$ cat src/rtl/sync_fifo_pkg.sv
// sync_fifo_pkg
// Shared helpers for the parametrised single-clock FIFO:
//   addr_width() - storage address width for a given depth
//   ptr_width()  - read/write pointer and fill-count width (one extra MSB
//                  so that a full FIFO and an empty FIFO differ)
//   params_ok()  - legality check for the FIFO parameter set
package sync_fifo_pkg;

    function automatic int addr_width(input int depth);
        return (depth > 1) ? $clog2(depth) : 1;
    endfunction

    function automatic int ptr_width(input int depth);
        return addr_width(depth) + 1;
    endfunction

    // DEPTH must be a power of two so that pointer rollover is plain binary.
    function automatic bit params_ok(input int width, input int depth,
                                     input int af_thresh, input int ae_thresh);
        bit ok;
        ok = 1'b1;
        if (width < 1) ok = 1'b0;
        if (depth < 2) ok = 1'b0;
        if ((depth & (depth - 1)) != 0) ok = 1'b0;
        if (af_thresh < 1 || af_thresh > depth) ok = 1'b0;
        if (ae_thresh < 0 || ae_thresh > depth - 1) ok = 1'b0;
        return ok;
    endfunction

endpackage

$ cat src/rtl/sync_fifo_param_if.sv
// sync_fifo_param_if
// Producer/consumer handshake bundle for sync_fifo_param.
//   write_en, data_in       : producer write request and data
//   read_en, out            : consumer read request and read data
//   mem_full, mem_empty     : occupancy flags
//   almost_full/_empty      : threshold flags
//   fill_count              : number of stored entries (0..DEPTH)
//   overflow, underflow     : one-cycle pulses for rejected requests
// Modports: master = producer/consumer side, slave = FIFO side.
interface sync_fifo_param_if
    import sync_fifo_pkg::*;
#(
    parameter int WIDTH = 8,
    parameter int DEPTH = 16
);
    logic                          write_en;
    logic                          read_en;
    logic [WIDTH-1:0]              data_in;
    logic [WIDTH-1:0]              out;
    logic                          mem_full;
    logic                          mem_empty;
    logic                          almost_full;
    logic                          almost_empty;
    logic [ptr_width(DEPTH)-1:0]   fill_count;
    logic                          overflow;
    logic                          underflow;

    modport master (
        output write_en, read_en, data_in,
        input  out, mem_full, mem_empty, almost_full, almost_empty,
               fill_count, overflow, underflow
    );

    modport slave (
        input  write_en, read_en, data_in,
        output out, mem_full, mem_empty, almost_full, almost_empty,
               fill_count, overflow, underflow
    );
endinterface

$ cat src/rtl/sync_fifo_ram.sv
// sync_fifo_ram
// Simple dual-port storage, WIDTH x DEPTH.
//   clk   : write clock
//   we    : write enable, waddr/wdata written on the rising edge
//   raddr : read address, rdata follows it combinationally
// The array is never reset; the pointers decide what is valid.
module sync_fifo_ram
    import sync_fifo_pkg::*;
#(
    parameter int WIDTH = 8,
    parameter int DEPTH = 16,
    parameter int AW    = addr_width(DEPTH)
) (
    input  logic             clk,
    input  logic             we,
    input  logic [AW-1:0]    waddr,
    input  logic [WIDTH-1:0] wdata,
    input  logic [AW-1:0]    raddr,
    output logic [WIDTH-1:0] rdata
);
    logic [WIDTH-1:0] mem [DEPTH];

    always_ff @(posedge clk) begin
        if (we) mem[waddr] <= wdata;
    end

    assign rdata = mem[raddr];
endmodule

$ cat src/rtl/sync_fifo_param.sv
// sync_fifo_param
// Single-clock parametrised FIFO with fill count, threshold flags and
// overflow/underflow pulses.
//   clk   : clock, all state on the rising edge
//   reset : synchronous active-high, clears pointers, flags and out
//   bus   : sync_fifo_param_if slave modport (see interface header)
// Build option: define SYNC_FIFO_FWFT_EN for first-word fall-through,
// where out shows the head entry directly instead of a registered
// latency-1 read.
module sync_fifo_param
    import sync_fifo_pkg::*;
#(
    parameter int WIDTH     = 8,
    parameter int DEPTH     = 16,
    parameter int AF_THRESH = DEPTH - 2,
    parameter int AE_THRESH = 2
) (
    input  logic              clk,
    input  logic              reset,
    sync_fifo_param_if.slave  bus
);
    localparam int   AW     = addr_width(DEPTH);
    localparam int   PW     = ptr_width(DEPTH);
    localparam logic AF_RST = (AF_THRESH == 0);

    if (!params_ok(WIDTH, DEPTH, AF_THRESH, AE_THRESH)) begin : g_bad_params
        $error("sync_fifo_param: illegal WIDTH/DEPTH/threshold parameters");
    end

    logic [PW-1:0]    wr_ptr, rd_ptr;
    logic [PW-1:0]    wr_ptr_nxt, rd_ptr_nxt, count_nxt;
    logic             wr_acc, rd_acc;
    logic [WIDTH-1:0] ram_rdata;

    // Acceptance uses the registered flags, i.e. the state before the edge.
    // The count falls out of the pointer difference; the extra MSB keeps
    // DEPTH and 0 apart across rollover.
    always_comb begin
        wr_acc     = bus.write_en && !bus.mem_full;
        rd_acc     = bus.read_en && !bus.mem_empty;
        wr_ptr_nxt = wr_ptr + PW'(wr_acc);
        rd_ptr_nxt = rd_ptr + PW'(rd_acc);
        count_nxt  = wr_ptr_nxt - rd_ptr_nxt;
    end

    sync_fifo_ram #(
        .WIDTH (WIDTH),
        .DEPTH (DEPTH),
        .AW    (AW)
    ) u_ram (
        .clk   (clk),
        .we    (wr_acc),
        .waddr (wr_ptr[AW-1:0]),
        .wdata (bus.data_in),
        .raddr (rd_ptr[AW-1:0]),
        .rdata (ram_rdata)
    );

    // Pointers, count and flags all register from the same next-count.
    always_ff @(posedge clk) begin
        if (reset) begin
            wr_ptr           <= '0;
            rd_ptr           <= '0;
            bus.fill_count   <= '0;
            bus.mem_full     <= 1'b0;
            bus.mem_empty    <= 1'b1;
            bus.almost_full  <= AF_RST;
            bus.almost_empty <= 1'b1;
            bus.overflow     <= 1'b0;
            bus.underflow    <= 1'b0;
        end else begin
            wr_ptr           <= wr_ptr_nxt;
            rd_ptr           <= rd_ptr_nxt;
            bus.fill_count   <= count_nxt;
            bus.mem_full     <= (count_nxt == PW'(DEPTH));
            bus.mem_empty    <= (count_nxt == '0);
            bus.almost_full  <= (count_nxt >= PW'(AF_THRESH));
            bus.almost_empty <= (count_nxt <= PW'(AE_THRESH));
            bus.overflow     <= bus.write_en && bus.mem_full;
            bus.underflow    <= bus.read_en && bus.mem_empty;
        end
    end

`ifdef SYNC_FIFO_FWFT_EN
    // Head entry is always on out; meaningless while empty.
    assign bus.out = ram_rdata;
`else
    // Registered read: the head word is captured on an accepted read.
    always_ff @(posedge clk) begin
        if (reset) begin
            bus.out <= '0;
        end else if (rd_acc) begin
            bus.out <= ram_rdata;
        end
    end
`endif
endmodule

$ cat src/flat_wrapper.sv
// flat-port wrapper written by rule: the top's interface ports become plain ports
module sync_fifo_param_flat import sync_fifo_pkg::*;
#(
    parameter int WIDTH     = 8,
    parameter int DEPTH     = 16,
    parameter int AF_THRESH = DEPTH - 2,
    parameter int AE_THRESH = 2
)
  (clk, reset, bus_write_en, bus_read_en, bus_data_in, bus_out, bus_mem_full, bus_mem_empty, bus_almost_full, bus_almost_empty, bus_fill_count, bus_overflow, bus_underflow);
  sync_fifo_param_if #(.WIDTH(WIDTH), .DEPTH(DEPTH)) bus_i ();
  input  logic clk;
  input  logic reset;
  input wire logic [$bits(bus_i.write_en)-1:0] bus_write_en;
  input wire logic [$bits(bus_i.read_en)-1:0] bus_read_en;
  input wire logic [$bits(bus_i.data_in)-1:0] bus_data_in;
  output wire logic [$bits(bus_i.out)-1:0] bus_out;
  output wire logic [$bits(bus_i.mem_full)-1:0] bus_mem_full;
  output wire logic [$bits(bus_i.mem_empty)-1:0] bus_mem_empty;
  output wire logic [$bits(bus_i.almost_full)-1:0] bus_almost_full;
  output wire logic [$bits(bus_i.almost_empty)-1:0] bus_almost_empty;
  output wire logic [$bits(bus_i.fill_count)-1:0] bus_fill_count;
  output wire logic [$bits(bus_i.overflow)-1:0] bus_overflow;
  output wire logic [$bits(bus_i.underflow)-1:0] bus_underflow;
  assign bus_i.write_en = bus_write_en;
  assign bus_i.read_en = bus_read_en;
  assign bus_i.data_in = bus_data_in;
  assign bus_out = bus_i.out;
  assign bus_mem_full = bus_i.mem_full;
  assign bus_mem_empty = bus_i.mem_empty;
  assign bus_almost_full = bus_i.almost_full;
  assign bus_almost_empty = bus_i.almost_empty;
  assign bus_fill_count = bus_i.fill_count;
  assign bus_overflow = bus_i.overflow;
  assign bus_underflow = bus_i.underflow;
  sync_fifo_param #(.WIDTH(WIDTH), .DEPTH(DEPTH), .AF_THRESH(AF_THRESH), .AE_THRESH(AE_THRESH)) u_core (.clk(clk), .reset(reset), .bus(bus_i));
endmodule
$ cat config.mk
export PLATFORM = sky130hd
export DESIGN_NAME = sync_fifo_param_flat
export DESIGN_NICKNAME = d
export VERILOG_FILES = /design/src/rtl/sync_fifo_pkg.sv /design/src/rtl/sync_fifo_param_if.sv /design/src/rtl/sync_fifo_ram.sv /design/src/rtl/sync_fifo_param.sv /design/src/flat_wrapper.sv
export SDC_FILE = /design/constraint.sdc
export NUM_CORES = 1
export LEC_CHECK = 0
export CAP_MARGIN = 0
export CORE_AREA = 4 4 118 120
export CTS_BUF_LIST = sky130_fd_sc_hd__clkbuf_8
export CTS_CLUSTER_SIZE = 8
export DETAILED_ROUTE_END_ITERATION = 12
export DIE_AREA = 0 0 122 124
export GPL_ROUTABILITY_DRIVEN = 0
export GPL_TIMING_DRIVEN = 1
export SLEW_MARGIN = 40
export SYNTH_ARGS = -nofsm -noshare
export SYNTH_HDL_FRONTEND = slang
export SYNTH_SLANG_ARGS = --single-unit
$ cat constraint.sdc
create_clock -name clk -period 3 [get_ports clk]
set_input_delay 0.3 -clock clk [delete_from_list [all_inputs] [get_ports clk]]
set_output_delay 0.3 -clock clk [all_outputs]
set_load 0.01 [all_outputs]
==> results of run 1 <==
[worst min-delay path by stage]
stage / startpoint / end / cells after the start
after floorplan: bus_data_in[0] / u_core.u_ram.mem[0][0] / 0
after global placement: u_core.bus.mem_empty / u_core.bus.underflow / 2
after detailed placement: u_core.bus.mem_full / u_core.bus.overflow / 2
after CTS: bus_write_en / u_core.bus.overflow / 3
after global routing: reset / u_core.bus.out[0] / 2
final: reset / u_core.rd_ptr[1] / 2
[power groups by stage]
stage               registers [mW]  clock network (mW)  logic, mW
floorplan                     2.59                   0      0.546
global placement              2.57                   0      0.878
detailed placement            2.57                   0      0.886
CTS                           2.52                1.66      0.891
global route                  2.53                1.77      0.972
finish                        2.52                1.62      0.872
[cells in the final DEF (no fill, tap or decap), types with 8 or more instances in the layout]
master	netlist	layout
clkdlybuf4s50_1	0	29
edfxtp_1	128	128
mux4_2	32	32
ha_1	8	8
buf_4	0	20
a21oi_1	16	16
dfxtp_1	29	28
nor2b_1	9	8
clkbuf_8	0	17
a22oi_1	16	16
nor2_1	33	33
[registers in the layout (all words and copies together) (netlist names)]
register and cells:
u_core.bus.almost_empty 1, u_core.bus.almost_full 1, u_core.bus.fill_count 5, u_core.bus.mem_empty 1, u_core.bus.mem_full 1, u_core.bus.out 8, u_core.bus.overflow 1, u_core.bus.underflow 1
u_core.rd_ptr 5, u_core.u_ram.mem 128, u_core.wr_ptr 5
[worst max-delay path: cells and delay by family]
| family | cells | cell delay (ps) |
|---|---|---|
| buf+inv | 1 | 480 |
| fa+ha+maj | 2 | 610 |
| simple gates | 3 | 450 |
| xor+xnor | 2 | 380 |
| compound gates | 3 | 550 |
[cell families (layout without fill, tap and decap cells)]
family,Yosys count,count (layout),synth area share [%]
compound gates,41,41,4.48
xor+xnor,11,11,1.71
fa+ha+maj,9,9,1.82
buf+inv,22,88,1.42
flops,157,157,73.0
mux,33,33,12.1
simple gates,69,69,5.51
[final cells by class]
| class | instances | area [sq um] | area share [%] |
|---|---|---|---|
| tap | 176 | 220 | 3.10 |
| clock buffer | 17 | 234 | 3.30 |
| clock inverter | 15 | 179 | 2.52 |
| timing repair buffer | 51 | 465 | 6.56 |
| multi-input combinational | 163 | 1550 | 21.9 |
| inverter | 5 | 18.8 | 0.264 |
| sequential | 157 | 4430 | 62.4 |
[metrics by stage]
stage          util [%]  instance area, sq um  hold WS [ps]
6_report           54.7                  7100           252
5_1_grt            54.7                  7100           256
4_1_cts            54.7                  7100           385
3_5_place_dp       51.5                  6690           457
3_3_place_gp       51.5                  6690           453
2_1_floorplan         -                  6060           399
[metal layers]
metal  wire length (um)  global-route usage (%)  vias to the layer above  share of wire [%]
met5                  0                       0                        -                  0
met4                293                    7.63                        0                2.5
met3                604                    4.00                       19                5.1
met2               6090                    29.3                       82                 52
met1               4820                    21.9                     1565                 41
li1                   -                       -                     1436                  -
==> impl_metrics.json, run 1 <==
{
  "grt_overflow": 0,
  "grt_pass1_vias": 3318,
  "sw_frac_of_total_pct": 24.0,
  "fin_cells": 584,
  "core-area_sq_um": 13000,
  "nets": 415,
  "io_pins": 31,
  "clk_path_buf_depth": 2,
  "reg2reg_from": "u_core.bus.mem_empty",
  "switching_power_mw": 1.21,
  "rr_endpoint": "u_core.bus.mem_empty",
  "power_density_nw_per_um2": 707,
  "post-route-period-util_pct": 79.6,
  "max_cap_violations": 0,
  "timing.fmax_mhz": 419,
  "p_total_mw": 5.02,
  "std_cell_rows": 42,
  "cts_sinks": 157,
  "die_h_um": 124,
  "period_minus_slack_ps": 2390,
  "report.final.slew_viol_count": 0,
  "ys_warn_count": 0,
  "worstSetupEndpoint": "u_core.bus.mem_empty",
  "synth-edff-count": 128,
  "cts_setup_buffers": 0,
  "ctsResizeCount": 0,
  "clock_latency_ps": 440,
  "synth.top_cells.by_count": "128 x edfxtp_1, 33 x nor2_1, 32 x mux4_2",
  "cts_tree": "done",
  "htree_levels": 4,
  "synthTopCellsByArea": "edfxtp_1 63%, mux4_2 12%, dfxtp_1 9.6%, nor2_1 2.0%, a22oi_1 2.0%",
  "rsz0062_at_grt": "no",
  "drtIter0Drc": 149,
  "worstPathMaxFanout": 5,
  "status": "completed",
  "end_kind": "flip-flop",
  "cp.arrival_ps": 2770,
  "fin_skew_ps": 8.62,
  "p_clk_share_pct": 32.4,
  "synthFlopType": "edfxtp_1",
  "setup_tns_ps": 0,
  "die_area_sq_um": 15100,
  "fin_ws_ps": 612,
  "viasPerCell": 5.31,
  "fillCellCount": 1073,
  "yosysTopAreaCellShare_pct": 63.4,
  "antenna_left": 0,
  "wl_per_cell_um": 20.2,
  "combPwrFrac_pct": 17.4,
  "io_buffers": 30,
  "p_int_mw": 3.81,
  "crit_chain": "clkdlybuf4s50_1 > nor2b_1 > ha_1 > nand3_1 > xnor2_1 > ha_1 > a31o_2 > a31oi_1 > xnor2_1 > nand2_1 > o21bai_1",
  "dp_cells": 552,
  "syn_nets": 362,
  "async_flop_share_pct": 0,
  "synth_cell_types": 34,
  "max_slew_margin_pct": 50.4,
  "reg2reg_slack_ps": 630,
  "leakage_nw": 2.32,
  "syn_area_sq_um": 6060,
  "crit_required_ps": 3380,
  "drive_gt1_share_pct": 22.3,
  "grt_pass1_wl_um": 18800,
  "synth_cells": 342,
  "crit_path_start": "bus_write_en",
  "path_class": "in2reg",
  "hold_viol_final": 0,
  "ys_seq_area_share_pct": 73.0,
  "hp-class": "in2reg",
  "area_growth_pct": 17.1,
  "synth_seq_cells": 157,
  "num_vias": 3102,
  "rr_worst_depth": 11,
  "synth.most_common_cell": "edfxtp_1",
  "drc_errors": 0,
  "grt_max_degree": 33,
  "grt_usage_pct": 17.4,
  "hold_buffers": 0,
  "cpMaxStageDelayCell": "clkdlybuf4s50_1",
  "first_pass_iters": 4,
  "root_buffer": "clkbuf_8",
  "setup_viol": 0,
  "dpl_worst_slack_ps": 148,
  "power_frac_seq_pct": 50.2,
  "antenna_found_initial": 0,
  "die_w_um": 122,
  "antenna_cells": 0,
  "cp_slowest_stage_delay_ps": 480,
  "start_util_pct": 46.7,
  "cts-buffers-inserted": 17,
  "clk_pin_slew_ps": 80,
  "dp_hpwl_um": 7290,
  "peakVddDrop_uv": 395,
  "avgSynthCellArea_sq_um": 17.7,
  "worst_pin_slew_ps": 743,
  "cp-start-kind": "input pin",
  "yosysTopAreaCell": "edfxtp_1",
  "routed_wirelength_um": 11800
}
Note: power is estimated with default switching activity, not from simulation.
==> inputs of run 2 (changes only) <==
==> constraint.sdc (replaced) <==
create_clock -name clk -period 2.4 [get_ports clk]
set_input_delay 0.24 -clock clk [delete_from_list [all_inputs] [get_ports clk]]
set_output_delay 0.24 -clock clk [all_outputs]
set_load 0.01 [all_outputs]
==> run 2 against run 1 <==
  * Sequential share of layout area fell by 1.6 points
  * Sequential cell count did not move
  * Register-to-register slack got worse by 460 ps
  * First-iteration DRC count rose by 48%
  * Critical path depth fell by 1
  * Largest cell class unchanged
  * Largest power group unchanged
==> impl_metrics.json, run 2 (same netlist as run 1, synthesis figures left out) <==
{
  "grt_pass1_wl_um": 18800,
  "power_density_nw_per_um2": 839,
  "cp.arrival_ps": 2620,
  "worst_pin_slew_ps": 597,
  "root_buffer": "clkbuf_8",
  "reg2reg_slack_ps": 170,
  "crit_family": "simple AND/OR/NAND/NOR gates",
  "drc_errors": 0,
  "cp_slowest_stage_delay_ps": 360,
  "cp-start-kind": "flip-flop",
  "final_cell_mix": "128 x edfxtp_1, 44 x buf_4, 33 x nor2_1",
  "antenna_left": 0,
  "area_growth_pct": 20.2,
  "fillCellCount": 1057,
  "viasPerCell": 5.24,
  "cts_tree": "done",
  "start_util_pct": 46.7,
  "routed_wirelength_um": 11900,
  "clock_latency_ps": 450,
  "cpMaxStageDelayCell": "or3b_1",
  "grt_max_degree": 22,
  "htree_levels": 4,
  "nets": 439,
  "core-area_sq_um": 13000,
  "min-delay-start": "bus_write_en",
  "hold_buffers": 0,
  "die_area_sq_um": 15100,
  "antenna_cells": 0,
  "first_pass_iters": 4,
  "final_common_cell": "edfxtp_1",
  "hold_viol_final": 0,
  "holdPathEnd": "u_core.bus.overflow",
  "largest_reg_flops": 128,
  "reg2reg_from": "u_core.bus.mem_full",
  "clk_pin_slew_ps": 70,
  "std_cell_rows": 42,
  "dp_hpwl_um": 8000,
  "status": "completed",
  "rr_endpoint": "u_core.bus.almost_full",
  "dpl_worst_slack_ps": -295,
  "grt_usage_pct": 17.6,
  "stdcell_area_sq_um": 7290,
  "path_common_cell": "ha_1",
  "cts_sinks": 157,
  "antenna_found_initial": 0,
  "report.final.slew_viol_count": 0,
  "die_h_um": 124,
  "regMostFlops": "u_core.u_ram.mem",
  "timing.fmax_mhz": 448,
  "top_layer": "met4",
  "clk_path_buf_depth": 2,
  "period_minus_slack_ps": 2230,
  "end_kind": "flip-flop",
  "dr_wl_met3_um": 575,
  "dp_cells": 576,
  "post-route-period-util_pct": 93.0,
  "worstHoldPathCells": 3,
  "hp-class": "in2reg",
  "cp_num_buf_inv": 0,
  "max_slew_margin_pct": 60.1,
  "num_vias": 3183,
  "leakage_nw": 2.44,
  "routedLengthMet1_um": 5330,
  "die_w_um": 122,
  "reg_top3": "u_core.u_ram.mem: 128 flops, u_core.bus.out: 8 flops",
  "fin_ws_ps": 169,
  "drive_gt1_share_pct": 28.7,
  "wl_per_cell_um": 19.6,
  "cts_setup_buffers": 0,
  "crit_required_ps": 2790,
  "max_cap_violations": 0,
  "setup_viol": 0,
  "worstPathMaxFanout": 4,
  "drtIter0Drc": 221,
  "crit_chain": "nor2b_2 > ha_2 > ha_1 > xnor2_1 > ha_1 > a21o_1 > nand3_1 > nand2_1 > or3b_1 > a21oi_2",
  "path_class": "reg2reg",
  "fin_skew_ps": 12.2,
  "peakVddDrop_uv": 509,
  "ctsResizeCount": 0,
  "setup_tns_ps": 0,
  "dpl_cell_area_sq_um": 6910,
  "grt_overflow": 0,
  "fin_cells": 608,
  "io_pins": 31,
  "rr_worst_depth": 10,
  "p_total_mw": 6.11,
  "cts-buffers-inserted": 17,
  "io_buffers": 30,
  "wl_met2_um": 5850,
  "grt_pass1_vias": 3292
}
run 2: cell count changes in the layout (fill, tap and decap cells not counted), moves of 2 or more:
cell,delta
xnor2_2,+2
xnor2_1,-2
inv_1,+4
ha_1,-3
ha_4,+2
clkinv_1,-3
buf_4,+24
bufinv_16,-3
run 2: layout make-up:
type,instances,area [sq um],share of cell area (%)
inverter,5,21.3,0.292
multi-input combinational,163,1630,22.3
clock buffer,18,248,3.40
tap,176,220,3.02
timing repair buffer,75,651,8.93
sequential,157,4430,60.7
clock inverter,14,92.6,1.27
run 2: power by group:
group	switching [mW]	leakage, nW	total (mW)	internal (mW)
sequential	0.0630	1.39	3.15	3.09
clock	0.882	0.195	1.69	0.812
combinational	0.587	0.856	1.27	0.681
run 2: routing by layer:
layer / GRT usage (%) / vias up
met5: 0 / -
met4: 6.72 / 0
met3: 4.45 / 11
met2: 27.8 / 78
met1: 23.7 / 1603
li1: - / 1491
run 2: how the worst max path moves through the flow:
stage / start / end / slack (ps) / cells past startpoint
global placement: bus_write_en / u_core.bus.mem_full / -240 / 10
floorplan: u_core.bus.mem_empty / u_core.bus.mem_empty / -10 / 13
detailed placement: bus_write_en / u_core.bus.mem_full / -300 / 10
finish: u_core.bus.mem_full / u_core.bus.almost_full / 170 / 10
global route: u_core.bus.mem_full / u_core.bus.mem_full / -6 / 9
CTS: u_core.bus.mem_full / u_core.bus.mem_full / 70 / 9
run 2: worst register-to-register path, delay by kind of cell (launching register included):
family / cells / cell delay [ps]
fa+ha+maj: 3 / 640
simple gates: 4 / 720
flops: 1 / 340
compound gates: 2 / 340
xor+xnor: 1 / 130
run 2: stage by stage:
| step | hold slack (ps) | utilization (%) |
|---|---|---|
| final | 360 | 56.1 |
| after global routing | 357 | 56.1 |
| after CTS | 317 | 55.8 |
| after detailed placement | 454 | 53.2 |
| after global placement | 452 | 53.2 |
| after floorplan | 339 | - |
==> inputs of run 3 (changes only) <==
--- a/config.mk
+++ b/config.mk
@@ -5,9 +5,9 @@
 export SDC_FILE = /design/constraint.sdc
 export NUM_CORES = 1
 export LEC_CHECK = 0
+export ABC_CLOCK_PERIOD_IN_PS = 2400
 export CAP_MARGIN = 0
 export CORE_AREA = 4 4 118 120
-export CTS_BUF_LIST = sky130_fd_sc_hd__clkbuf_8
 export CTS_CLUSTER_SIZE = 8
 export DETAILED_ROUTE_END_ITERATION = 12
 export DIE_AREA = 0 0 122 124
==> run 3 against run 2 <==
  * First-iteration DRC count rose by 24%
  * Utilization is 1.4 points higher
  * Final cell count did not move
  * Worst setup slack better by 1.5 ps
  * Critical path depth is the same
  * Sequential power about the same
  * Die area did not move
  * Critical endpoint unchanged
  * Largest power group unchanged
==> impl_metrics.json, run 3 (same netlist as run 1, synthesis figures left out) <==
{
  "status": "completed",
  "path_class": "reg2reg",
  "grt_usage_pct": 17.7,
  "first_pass_iters": 4,
  "std_cell_rows": 42,
  "wl_per_cell_um": 19.7,
  "max_cap_violations": 0,
  "holdWs_ps": 377,
  "period_minus_slack_ps": 2230,
  "timing.fmax_mhz": 449,
  "setup_viol": 0,
  "dp_hpwl_um": 8000,
  "worst_pin_slew_ps": 562,
  "num_vias": 3194,
  "die_w_um": 122,
  "die_area_sq_um": 15100,
  "finish.utilization_pct": 57.6,
  "area_growth_pct": 23.3,
  "reg2reg_slack_ps": 170,
  "switching_power_mw": 1.63,
  "power_frac_seq_pct": 46.4,
  "antenna_left": 0,
  "htree_levels": 4,
  "holdPathEnd": "u_core.bus.overflow",
  "clk_path_buf_depth": 2,
  "grt_pass1_wl_um": 19000,
  "cp.depth": 10,
  "rr_worst_depth": 10,
  "core-area_sq_um": 13000,
  "regMostFlops": "u_core.u_ram.mem",
  "antenna_cells": 0,
  "sw_frac_of_total_pct": 23.9,
  "max_slew_margin_pct": 62.4,
  "p_clk_share_pct": 34.9,
  "clock_latency_ps": 420,
  "grt_pass1_vias": 3310,
  "cts_tree": "done",
  "routed_wirelength_um": 12000,
  "grt_max_degree": 22,
  "p_total_mw": 6.80,
  "viasPerCell": 5.25,
  "worstHoldPathCells": 3,
  "grt_overflow": 0,
  "drc_errors": 0,
  "cp.arrival_ps": 2590,
  "crit_chain": "nor2b_2 > ha_2 > ha_1 > xnor2_1 > ha_1 > a21o_1 > nand3_1 > nand2_1 > or3b_1 > a21oi_2",
  "hold_viol_final": 0,
  "leakage_nw": 2.51,
  "final_cell_mix": "128 x edfxtp_1, 44 x buf_4, 33 x nor2_1",
  "combPwrFrac_pct": 18.7,
  "peakVddDrop_uv": 577,
  "io_buffers": 30,
  "reg2reg_from": "u_core.bus.mem_full",
  "reg_top3": "u_core.u_ram.mem: 128 flops, u_core.bus.out: 8 flops",
  "worstPathMaxFanout": 4,
  "post-route-period-util_pct": 92.9,
  "cp-start-kind": "flip-flop",
  "cpMaxStageDelayCell": "or3b_1",
  "p_int_mw": 5.18,
  "rsz0062_at_grt": "no",
  "drive_gt1_share_pct": 28.7,
  "clk_pin_slew_ps": 60,
  "cp_slowest_stage_delay_ps": 360,
  "crit_family": "simple AND/OR/NAND/NOR gates",
  "min-delay-start": "bus_write_en",
  "start_util_pct": 46.7,
  "largest_reg_flops": 128,
  "power_density_nw_per_um2": 910,
  "rr_endpoint": "u_core.bus.almost_full",
  "die_h_um": 124,
  "cp_num_buf_inv": 0,
  "antenna_found_initial": 0,
  "root_buffer": "clkbuf_16",
  "fin_skew_ps": 5.35,
  "cts-buffers-inserted": 17,
  "drtIter0Drc": 275,
  "path_common_cell": "ha_1",
  "end_kind": "flip-flop",
  "final_common_cell": "edfxtp_1",
  "nets": 439,
  "io_pins": 31,
  "report.final.slew_viol_count": 0,
  "hold_buffers": 0,
  "hp-class": "in2reg",
  "crit_required_ps": 2760,
  "cts_sinks": 157
}
-- run 3: cell count changes in the layout (fill, tap and decap cells not counted) --
| cell | change |
|---|---|
| clkbuf_8 | -17 |
| clkbuf_16 | +18 |
| clkbuf_1 | +6 |
| bufinv_16 | -1 |
| inv_1 | -6 |
-- run 3: power by group through the flow --
stage	registers [mW]	clock network (mW)	logic (mW)
finish	3.16	2.38	1.27
global placement	3.21	0	1.24
CTS	3.16	2.41	1.26
global route	3.17	2.54	1.40
detailed placement	3.22	0	1.25
floorplan	3.24	0	0.716
-- run 3: per-stage QoR --
step	TNS [ps]	worst slack (ps)	instances	cell area [sq um]
floorplan	-15.4	-10.4	342	6120
global placement	-1100	-243	576	6910
detailed placement	-1400	-295	576	6910
CTS	0	63.0	608	7430
global route	0	18.7	608	7470
finish	0	171	608	7470
-- run 3: area by class of cell --
class	count	area, sq um
inverter	5	21.3
multi-input combinational	163	1630
sequential	157	4430
clock buffer	25	487
timing repair buffer	75	651
fill	1019	5510
tap	176	220
clock inverter	7	40.0
-- run 3: per-layer routing --
metal / up-vias / GRT usage, % / wire length, um
li1: 1493 / - / -
met4: 0 / 6.72 / 155
met3: 15 / 4.09 / 702
met5: - / 0 / 0
met1: 1596 / 23.8 / 5230
met2: 90 / 28.3 / 5910
-- run 3: worst max-delay path by stage --
| stage | start | to | slack [ps] |
|---|---|---|---|
| after floorplan | u_core.bus.mem_empty | u_core.bus.mem_empty | -10 |
| after global placement | bus_write_en | u_core.bus.mem_full | -240 |
| after detailed placement | bus_write_en | u_core.bus.mem_full | -300 |
| after CTS | u_core.bus.mem_full | u_core.bus.mem_full | 60 |
| after global routing | u_core.bus.mem_full | u_core.bus.mem_full | 20 |
| final | u_core.bus.mem_full | u_core.bus.almost_full | 170 |
-- run 3: worst min-delay path, stage by stage --
cell and delay [ps]:
clkdlybuf4s50_1 410, nand2_1 60, nor2_1 30
-- run 3: timing repair --
item                                    4_1_cts  5_1_grt
gates resized for setup                       0        7
hold endpoints to repair                      0        0
buffers inserted                              0        0
endpoints found under the setup margin        0        5
